`config.mk`:
```
export PLATFORM = sky130hd
export DESIGN_NAME = instr_fetch_unit
export DESIGN_NICKNAME = d
export VERILOG_FILES = /design/src/rtl/risc_pkg.sv /design/src/rtl/pc_counter.sv /design/src/rtl/instr_fetch_unit.sv
export SDC_FILE = /design/constraint.sdc
export NUM_CORES = 1
export LEC_CHECK = 0
export ABC_CLOCK_PERIOD_IN_PS = 4800
export CAP_MARGIN = 15
export CELL_PAD_IN_SITES_DETAIL_PLACEMENT = 1
export CELL_PAD_IN_SITES_GLOBAL_PLACEMENT = 1
export CORE_AREA = 5 5 90 75
export CTS_BUF_LIST = sky130_fd_sc_hd__clkbuf_8
export DETAILED_ROUTE_END_ITERATION = 8
export DIE_AREA = 0 0 95 80
export GPL_ROUTABILITY_DRIVEN = 0
export GPL_TIMING_DRIVEN = 1
export HOLD_SLACK_MARGIN = 0.12
export MAX_ROUTING_LAYER = met4
export PLACE_DENSITY_LB_ADDON = 0.1
export SKIP_LAST_GASP = 1
export SYNTH_ARGS = -nofsm -noshare
export SYNTH_HDL_FRONTEND = slang
export SYNTH_SLANG_ARGS = --single-unit
```
`constraint.sdc`:
```
create_clock -name clk -period 4.8 [get_ports clk]
set_input_delay 0.72 -clock clk [delete_from_list [all_inputs] [get_ports clk]]
set_output_delay 0.72 -clock clk [all_outputs]
set_load 0.02 [all_outputs]
```
`src/rtl/risc_pkg.sv`:
```
// Shared definitions for the fetch front end: decodable opcodes and fetch FSM states.
package risc_pkg;

    localparam logic [2:0] OPC_MOV  = 3'b110;
    localparam logic [2:0] OPC_ALU  = 3'b101;
    localparam logic [2:0] OPC_HALT = 3'b111;

    typedef enum logic [2:0] {
        ST_IDLE,
        ST_FETCH,
        ST_WAIT_MEM,
        ST_DISPATCH,
        ST_EXEC,
        ST_HALT
    } fetch_state_t;

    // Opcodes the controller can execute; anything else must never reach it.
    function automatic logic is_exec_opc(input logic [2:0] opc);
        return (opc == OPC_MOV) || (opc == OPC_ALU);
    endfunction

endpackage

```
`src/rtl/pc_counter.sv`:
```
// Loadable program counter that wraps modulo 2**ADDR_W; load has priority over increment.
module pc_counter #(
    parameter int              ADDR_W   = 9,
    parameter logic [ADDR_W-1:0] RESET_PC = '0
) (
    input  logic              clk,
    input  logic              reset,
    input  logic              inc,
    input  logic              load,
    input  logic [ADDR_W-1:0] load_val,
    output logic [ADDR_W-1:0] pc
);

    always_ff @(posedge clk) begin
        if (reset)
            pc <= RESET_PC;
        else if (load)
            pc <= load_val;
        else if (inc)
            pc <= pc + 1'b1;
    end

endmodule

```
`src/rtl/instr_fetch_unit.sv`:
```
// Instruction fetch front end: fetches, screens and hands instructions to the datapath
// controller via the s/w handshake, with HALT handling and memory timeout detection.
module instr_fetch_unit #(
    parameter int ADDR_W   = 9,
    parameter int RESET_PC = 0,
    parameter int TIMEOUT  = 15
) (
    input  logic              clk,
    input  logic              reset,
    input  logic              run,
    output logic              mem_req,
    output logic [ADDR_W-1:0] mem_addr,
    input  logic [15:0]       mem_rdata,
    input  logic              mem_rvalid,
    input  logic              ctl_w,
    output logic              ctl_s,
    output logic [15:0]       ir,
    output logic [ADDR_W-1:0] pc,
    input  logic              pc_load,
    input  logic [ADDR_W-1:0] pc_target,
    output logic              halted,
    output logic              fetch_err
);
    import risc_pkg::*;

    fetch_state_t state;
    logic [7:0]   wait_cnt;
    logic [7:0]   cnt_next;
    logic         busy_seen;
    logic         pc_inc;
    logic         pc_ld;

    assign cnt_next = wait_cnt + 8'd1;
    assign pc_inc   = (state == ST_WAIT_MEM) && mem_rvalid;
    // Redirects are honoured only while nothing is in flight.
    assign pc_ld    = pc_load && ((state == ST_IDLE) || (state == ST_HALT));

    assign mem_req  = (state == ST_FETCH);
    assign ctl_s    = (state == ST_DISPATCH);
    assign mem_addr = pc;

    pc_counter #(
        .ADDR_W   (ADDR_W),
        .RESET_PC (ADDR_W'(RESET_PC))
    ) u_pc (
        .clk      (clk),
        .reset    (reset),
        .inc      (pc_inc),
        .load     (pc_ld),
        .load_val (pc_target),
        .pc       (pc)
    );

    always_ff @(posedge clk) begin
        if (reset) begin
            state     <= ST_IDLE;
            ir        <= '0;
            wait_cnt  <= '0;
            busy_seen <= 1'b0;
            halted    <= 1'b0;
            fetch_err <= 1'b0;
        end else begin
            case (state)
                ST_IDLE: begin
                    if (!pc_load && run && ctl_w)
                        state <= ST_FETCH;
                end
                ST_FETCH: begin
                    wait_cnt <= '0;
                    state    <= ST_WAIT_MEM;
                end
                ST_WAIT_MEM: begin
                    wait_cnt <= cnt_next;
                    // A strobe arriving on the last allowed cycle still wins over the timeout.
                    if (mem_rvalid) begin
                        ir <= mem_rdata;
                        if (is_exec_opc(mem_rdata[15:13])) begin
                            state <= ST_DISPATCH;
                        end else begin
                            state <= ST_HALT;
                            if (mem_rdata[15:13] == OPC_HALT)
                                halted <= 1'b1;
                            else
                                fetch_err <= 1'b1;
                        end
                    end else if (cnt_next == 8'(TIMEOUT)) begin
                        state     <= ST_HALT;
                        fetch_err <= 1'b1;
                    end
                end
                ST_DISPATCH: begin
                    busy_seen <= 1'b0;
                    state     <= ST_EXEC;
                end
                ST_EXEC: begin
                    // Completion needs the controller to have left and re-entered its wait state.
                    if (!ctl_w)
                        busy_seen <= 1'b1;
                    else if (busy_seen)
                        state <= run ? ST_FETCH : ST_IDLE;
                end
                ST_HALT: begin
                    if (pc_load) begin
                        halted    <= 1'b0;
                        fetch_err <= 1'b0;
                        state     <= ST_IDLE;
                    end
                end
                default: state <= ST_IDLE;
            endcase
        end
    end

endmodule

```
==> flow_metrics.tcl, run 1 <==
set metrics [dict create \
    place_area_mm2 0.002604 \
    layout_min_cycle_time_ps 2825 \
    max_slew_margin_pct 34.53 \
    ctsHtreeMaxLevel 2 \
    detailedRoute.firstIterationViolations 69 \
    rsz0062_at_grt "no" \
    yosys_register_bits 39 \
    final_report_hold_violation_count 0 \
    nFillCells 711 \
    place.detailed.hpwl_um 4142 \
    overflow 0 \
    cp_max_fo 11 \
    first_global_vias 1904 \
    antenna_found_initial 0 \
    cts_buffers 5 \
    number_of_flops_mapped_to_enable_cells_by_yosys 0 \
    clkSlewWorstSetupHoldPaths_ps 80 \
    setup_total_negative_slack_ps 0 \
    power.ir.vdd_worst_v 0.0001380 \
    share_of_synthesized_flip_flops_with_an_asynchronous_set_or_reset_pct 0 \
    row_cnt 25 \
    finalSetupViolCount 0 \
    synth.yosys.seq_area_share_pct 40.18 \
    routed_via_density 4.887 \
    synthesis.instances 245 \
    fmax_mhz 353.9 \
    ys_dominant_reg_cell "sky130_fd_sc_hd__dfxtp_1" \
    design.die.area_mm2 0.007600 \
    setup.worst_path.end_class "primary output" \
    cts_max_path_buffers 2 \
    pwr_density_cell_mw_per_mm2 277.7 \
    placement.io_buffers 68 \
    syn_area_per_cell_um2 7.931 \
    cts_tree "done" \
    hold_depth 2 \
    synth_largest_type_area_fraction_pct 40.18 \
    postLayoutCellArea_mm2 0.002736 \
    data_arrival_time_at_the_worst_slack_endpoint_ps 2110 \
    gr-usage-all-layers_pct 16.48 \
    multi_input_comb_area_mm2 0.001003 \
    maxCapViolations 0 \
    routedWlPerCell_um 15.06 \
    start_kind "register" \
    drive_gt1_share_pct 5.648 \
    hold_buffers 0 \
    synth.distinct_cells 41 \
    transition_time_of_the_tightest_slew_check_pin_ps 979.0 \
    grt_max_degree 27 \
    number_of_max_slew_violations_in_the_final_report 0 \
    worst_r2r_path_depth 5 \
    postRouteAntennaNets 0 \
    nNetsFinal 334 \
    route.vias.total 1867 \
    cts_repair_resize_count 0 \
    clk-insertion-delay-late_ps 300 \
    num_antenna_cells 0 \
    synth.largest_area_cell "sky130_fd_sc_hd__dfxtp_1" \
    final-instance-count-excl-fill 382 \
    detail_route.drc_violations 0 \
    synth_fp_nets 279 \
    initial_core_util_pct 33.76 \
    fp.coreArea_mm2 0.005756 \
    die_h_um 80 \
    die_x_um 95 \
    synthesis.yosys.warnings 0 \
    leakage_nw 0.9348 \
    worst-endpoint-required_ps 4080 \
    detail_route.first_pass.iterations 4 \
    clockRootBuffer "sky130_fd_sc_hd__clkbuf_8" \
    routed_wl_um 5752 \
    global_route_wire_length_before_repair_um 9446 \
    regArea_um2 780.7 \
    post_synthesis_to_final_layout_area_growth_pct 40.82 \
    dp.cells 374 \
    floorplan.io_pins 69 \
    post-cts-setup-buffers 0 \
    hold_path_class "register to register" \
    finalCoreUtilization_pct 47.54 \
    final.period_utilization_pct 58.86 \
    worstSetupPathType "register to primary output" \
    synthTopCellsByArea "sky130_fd_sc_hd__dfxtp_1 (40%), sky130_fd_sc_hd__nand2_1 (9.1%), sky130_fd_sc_hd__a21oi_1 (7.7%)" \
    synthesis.area_mm2 0.001943 \
    run_status "finished clean" \
    clock_sinks 39 \
    final.setup_skew_ps 9.453 \
]
report_power, final:
part	switching [mW]	total, mW	leakage [nW]	internal, mW
sequential	0.00948	0.339	0.316	0.330
combinational	0.0445	0.0953	0.549	0.0508
clock	0.120	0.325	0.0695	0.206
total	0.174	0.760	0.935	0.586
critical path, stage by stage, from the launching register on:
cell and delay (ps):
sky130_fd_sc_hd__dfxtp_1 630, sky130_fd_sc_hd__inv_2 120, sky130_fd_sc_hd__nor3_1 370, sky130_fd_sc_hd__clkdlybuf4s50_1 680
final cells by class:
type,count,share of cell area [%]
sequential,39,28.53
tap,81,3.704
clock buffer,5,2.515
clock inverter,3,2.332
multi-input combinational,178,36.67
inverter,6,0.8230
timing repair buffer,70,25.42
state kept, by name (all words and copies together) (netlist names):
| signal | flops |
|---|---|
| busy_seen | 1 |
| fetch_err | 1 |
| halted | 1 |
| ir | 16 |
| state | 3 |
| u_pc.pc | 9 |
| wait_cnt | 8 |
through the flow:
stage / hold slack, ps / setup slack, ps / power (mW)
2_1_floorplan: 441.6 / 2874 / 0.3915
3_3_place_gp: 441.0 / 2034 / 0.4416
3_5_place_dp: 449.4 / 1982 / 0.4426
4_1_cts: 464.4 / 1989 / 0.7702
5_1_grt: 483.9 / 1834 / 0.7928
6_report: 459.2 / 1975 / 0.7598
cell usage in the layout (no fill, tap or decap), drive strengths merged:
master | synthesis | routed
or3 | 1 | 1
o22ai | 1 | 1
a41oi | 1 | 1
a211oi | 8 | 8
and2 | 2 | 2
o21ai | 7 | 7
nand3 | 9 | 9
and3b | 1 | 1
nor3b | 1 | 1
or4 | 1 | 1
o31a | 2 | 2
xnor2 | 3 | 3
bufinv | 0 | 2
a32oi | 1 | 1
o211ai | 2 | 2
a22oi | 1 | 1
inv | 6 | 7
clkbuf | 4 | 5
dfxtp | 39 | 39
o31ai | 1 | 1
nor2 | 21 | 21
a21oi | 30 | 30
nor3 | 6 | 6
buf | 18 | 2
clkdlybuf4s50 | 0 | 68
nand2 | 47 | 47
nor4 | 3 | 3
a31oi | 4 | 4
nand3b | 1 | 1
a221oi | 1 | 1
ha | 3 | 3
xor2 | 7 | 7
nor2b | 3 | 3
nand4bb | 1 | 1
and3 | 7 | 7
nand4 | 2 | 2
synth_stat cells, types with 3 or more instances:
| cell | n |
|---|---|
| sky130_fd_sc_hd__a31oi_1 | 4 |
| sky130_fd_sc_hd__dfxtp_1 | 39 |
| sky130_fd_sc_hd__nand2_1 | 47 |
| sky130_fd_sc_hd__xor2_1 | 7 |
| sky130_fd_sc_hd__nor2b_1 | 3 |
| sky130_fd_sc_hd__o21ai_0 | 7 |
| sky130_fd_sc_hd__a211oi_1 | 6 |
| sky130_fd_sc_hd__inv_1 | 5 |
| sky130_fd_sc_hd__ha_1 | 3 |
| sky130_fd_sc_hd__xnor2_1 | 3 |
| sky130_fd_sc_hd__buf_2 | 7 |
| sky130_fd_sc_hd__nor2_1 | 21 |
| sky130_fd_sc_hd__nand3_1 | 8 |
| sky130_fd_sc_hd__a21oi_1 | 30 |
| sky130_fd_sc_hd__nor3_1 | 4 |
| sky130_fd_sc_hd__and3_1 | 7 |
| sky130_fd_sc_hd__clkbuf_1 | 4 |
| sky130_fd_sc_hd__buf_4 | 10 |
routing by layer:
metal  up-vias  global-route usage [%]  wire (um)  part of all wire, %
met1       857                   22.77       2891                   50
met5         -                       -          0                    0
met3         5                   5.938        410                  7.1
met4         0                   4.755         55                 0.96
met2        56                   22.31       2393                   42
li1        949                       -          -                    -
final timing paths:
path	from	to	slack, ps
max	state[0]$_SDFFE_PP0P_	mem_req	1970
max reg2reg	state[1]$_SDFFE_PP0P_	u_pc.pc[6]$_SDFFE_PP0P_	2330
min reg2reg	ir[8]$_SDFFE_PP0P_	ir[8]$_SDFFE_PP0P_	460
min	ir[8]$_SDFFE_PP0P_	ir[8]$_SDFFE_PP0P_	460
kinds of logic (layout without fill, tap and decap cells):
kind of cell | count (synthesis) | after routing | synth area share, %
buf+inv | 28 | 84 | 8.177
flops | 39 | 39 | 40.18
simple gates | 106 | 106 | 26.66
compound gates | 59 | 59 | 18.54
xor+xnor | 10 | 10 | 4.508
fa+ha+maj | 3 | 3 | 1.932
(Power assumes the default switching activity.)
==> run 2: changes to the inputs <==
--- a/config.mk
+++ b/config.mk
@@ -5,14 +5,14 @@
 export SDC_FILE = /design/constraint.sdc
 export NUM_CORES = 1
 export LEC_CHECK = 0
-export ABC_CLOCK_PERIOD_IN_PS = 4800
+export ABC_CLOCK_PERIOD_IN_PS = 2350
 export CAP_MARGIN = 15
 export CELL_PAD_IN_SITES_DETAIL_PLACEMENT = 1
 export CELL_PAD_IN_SITES_GLOBAL_PLACEMENT = 1
-export CORE_AREA = 5 5 90 75
+export CORE_AREA = 5 5 96 80
 export CTS_BUF_LIST = sky130_fd_sc_hd__clkbuf_8
 export DETAILED_ROUTE_END_ITERATION = 8
-export DIE_AREA = 0 0 95 80
+export DIE_AREA = 0 0 101 85
 export GPL_ROUTABILITY_DRIVEN = 0
 export GPL_TIMING_DRIVEN = 1
 export HOLD_SLACK_MARGIN = 0.12
==> constraint.sdc (replaced) <==
create_clock -name clk -period 2.35 [get_ports clk]
set_input_delay 0.3525 -clock clk [delete_from_list [all_inputs] [get_ports clk]]
set_output_delay 0.3525 -clock clk [all_outputs]
set_load 0.02 [all_outputs]
==> flow_metrics.tcl, run 2 (same netlist as run 1, synthesis figures left out) <==
set metrics [dict create \
    nFillCells 822 \
    grt_max_degree 21 \
    critical-path-slowest-cell "sky130_fd_sc_hd__clkdlybuf4s50_1" \
    critical_path.n_buffers_inverters 1 \
    routed_via_density 4.863 \
    detail_route.drc_violations 0 \
    worstReg2RegStart "state[1]$_SDFFE_PP0P_" \
    maxCapViolations 0 \
    worstSetupPathDepth 2 \
    final.setup_skew_ps 8.007 \
    gr-usage-all-layers_pct 14.53 \
    pwr_density_cell_mw_per_mm2 487.7 \
    detail_route.first_pass.iterations 4 \
    worst_r2r_path_depth 5 \
    worst-endpoint-required_ps 2000 \
    floorplan.io_pins 69 \
    regToRegEndpoint "u_pc.pc[6]$_SDFFE_PP0P_" \
    dp.cells 385 \
    cp_max_fo 10 \
    clock_sinks 39 \
    run_status "finished clean" \
    final_report_hold_violation_count 0 \
    detailedRoute.firstIterationViolations 60 \
    die_h_um 85 \
    data_arrival_time_at_the_worst_slack_endpoint_ps 1810 \
    row_cnt 27 \
    met3RoutedLength_um 432 \
    drive_gt1_share_pct 7.190 \
    cts_buffers 5 \
    setup.worst_path.end_class "primary output" \
    post_synthesis_to_final_layout_area_growth_pct 40.70 \
    fmax_mhz 462.3 \
    transition_time_of_the_tightest_slew_check_pin_ps 560.6 \
    layout_setup_ws_ps 186.8 \
    placement.setup.worst_slack_ps 281.3 \
    hold_buffers 0 \
    final.hold.worst_slack_ps 456.6 \
    start_kind "register" \
    rsz0062_at_grt "no" \
    first_global_vias 1971 \
    worstSetupPathType "register to primary output" \
    registers.top_by_ff_count "ir" \
    path_cells "nor3_1 > clkdlybuf4s50_1" \
    clockRootBuffer "sky130_fd_sc_hd__clkbuf_8" \
    startpoint "state[2]$_SDFFE_PP0P_" \
    routed_wl_um 5798 \
    layout_common_cells "sky130_fd_sc_hd__clkdlybuf4s50_1 (68), sky130_fd_sc_hd__nand2_1 (47), sky130_fd_sc_hd__dfxtp_1 (39)" \
    finalSetupViolCount 0 \
    finalCoreUtilization_pct 41.08 \
    hold_path_class "register to register" \
    nNetsFinal 339 \
    critical_path.endpoint "mem_req" \
    initial_core_util_pct 29.20 \
    post-cts-setup-buffers 0 \
    biggestRegsByFlops "ir: 16 flops, u_pc.pc: 9 flops, wait_cnt: 8 flops" \
    layout_min_cycle_time_ps 2163 \
    postRouteAntennaNets 0 \
    leakage_nw 0.9365 \
    antenna_found_initial 0 \
    cts_tree "done" \
    critPathMaxStageDelay_ps 680 \
    max_slew_margin_pct 62.49 \
    place.detailed.hpwl_um 4339 \
    clk-insertion-delay-late_ps 290 \
    r2r_slack_ps 430 \
    power.ir.vdd_worst_v 0.0001799 \
    setup_total_negative_slack_ps 0 \
    global_route_wire_length_before_repair_um 9901 \
    die_x_um 101 \
    design.die.area_mm2 0.008585 \
    ctsHtreeMaxLevel 2 \
    largest_reg_flops 16 \
    routedWlPerCell_um 14.75 \
    layout_commonest_cell "sky130_fd_sc_hd__clkdlybuf4s50_1" \
    maxUsedRoutingLayer "met4" \
    cts_repair_resize_count 0 \
    worst_path_dominant_cell_family "buffers and inverters" \
    placement.io_buffers 68 \
    final-instance-count-excl-fill 393 \
    overflow 0 \
    fp.coreArea_mm2 0.006655 \
    clkSlewWorstSetupHoldPaths_ps 80 \
    route.vias.total 1911 \
    cts_max_path_buffers 2 \
    routedLengthMet1_um 2823 \
    routed-wl-met2_um 2494 \
    num_antenna_cells 0 \
    number_of_max_slew_violations_in_the_final_report 0 \
    final.period_utilization_pct 92.05 \
]
==> run 2: cell count changes in the layout (fill, tap and decap cells not counted), sizes merged <==
cell      previous run  this run
buf                  2         7
bufinv               2         0
clkinv               0         1
clkinvlp             0         1
==> run 2: worst min-delay path by stage <==
stage                           startpoint  slack [ps]  depth (start not counted)                     end
finish                  ir[9]$_SDFFE_PP0P_         460                          2      ir[9]$_SDFFE_PP0P_
global route            ir[7]$_SDFFE_PP0P_         480                          2      ir[7]$_SDFFE_PP0P_
CTS                     ir[7]$_SDFFE_PP0P_         460                          2      ir[7]$_SDFFE_PP0P_
detailed placement     ir[10]$_SDFFE_PP0P_         450                          2     ir[10]$_SDFFE_PP0P_
global placement       ir[14]$_SDFFE_PP0P_         440                          2     ir[14]$_SDFFE_PP0P_
floorplan           busy_seen$_SDFFE_PP0P_         440                          2  busy_seen$_SDFFE_PP0P_
==> run 2: cell type report <==
cell class / instances / area (um2) / area share, %
Multi-Input combinational cell: 178 / 1003 / 36.70
Sequential cell: 39 / 780.7 / 28.56
Timing Repair Buffer: 75 / 733.2 / 26.82
Tap cell: 87 / 108.9 / 3.982
Clock buffer: 5 / 68.82 / 2.517
Inverter: 6 / 22.52 / 0.8238
Clock inverter: 3 / 16.27 / 0.5950
==> run 2: power by group <==
| group | leakage [nW] | switching [mW] | total [mW] | internal [mW] |
|---|---|---|---|---|
| combinational | 0.575 | 0.0927 | 0.200 | 0.107 |
| clock | 0.0453 | 0.240 | 0.443 | 0.203 |
| sequential | 0.316 | 0.0173 | 0.691 | 0.673 |
==> run 2: layer usage <==
layer / track usage, % / vias to the layer above
li1: - / 958
met2: 21.22 / 41
met3: 5.341 / 5
met5: - / -
met1: 19.16 / 907
met4: 3.261 / 0
==> run 2: stage by stage <==
stage,instance area [um2],total power [mW]
after floorplan,1943,0.7997
after global placement,2649,0.9070
after detailed placement,2649,0.9082
after CTS,2734,1.366
after global routing,2734,1.411
final,2734,1.333
==> run 2: worst reg2reg max path, stage by stage, from the launching register on <==
cell and delay (ps):
sky130_fd_sc_hd__dfxtp_1 570, sky130_fd_sc_hd__nor3b_4 270, sky130_fd_sc_hd__and2_1 460, sky130_fd_sc_hd__nand4_1 180, sky130_fd_sc_hd__xor2_1 180, sky130_fd_sc_hd__a211oi_2 200
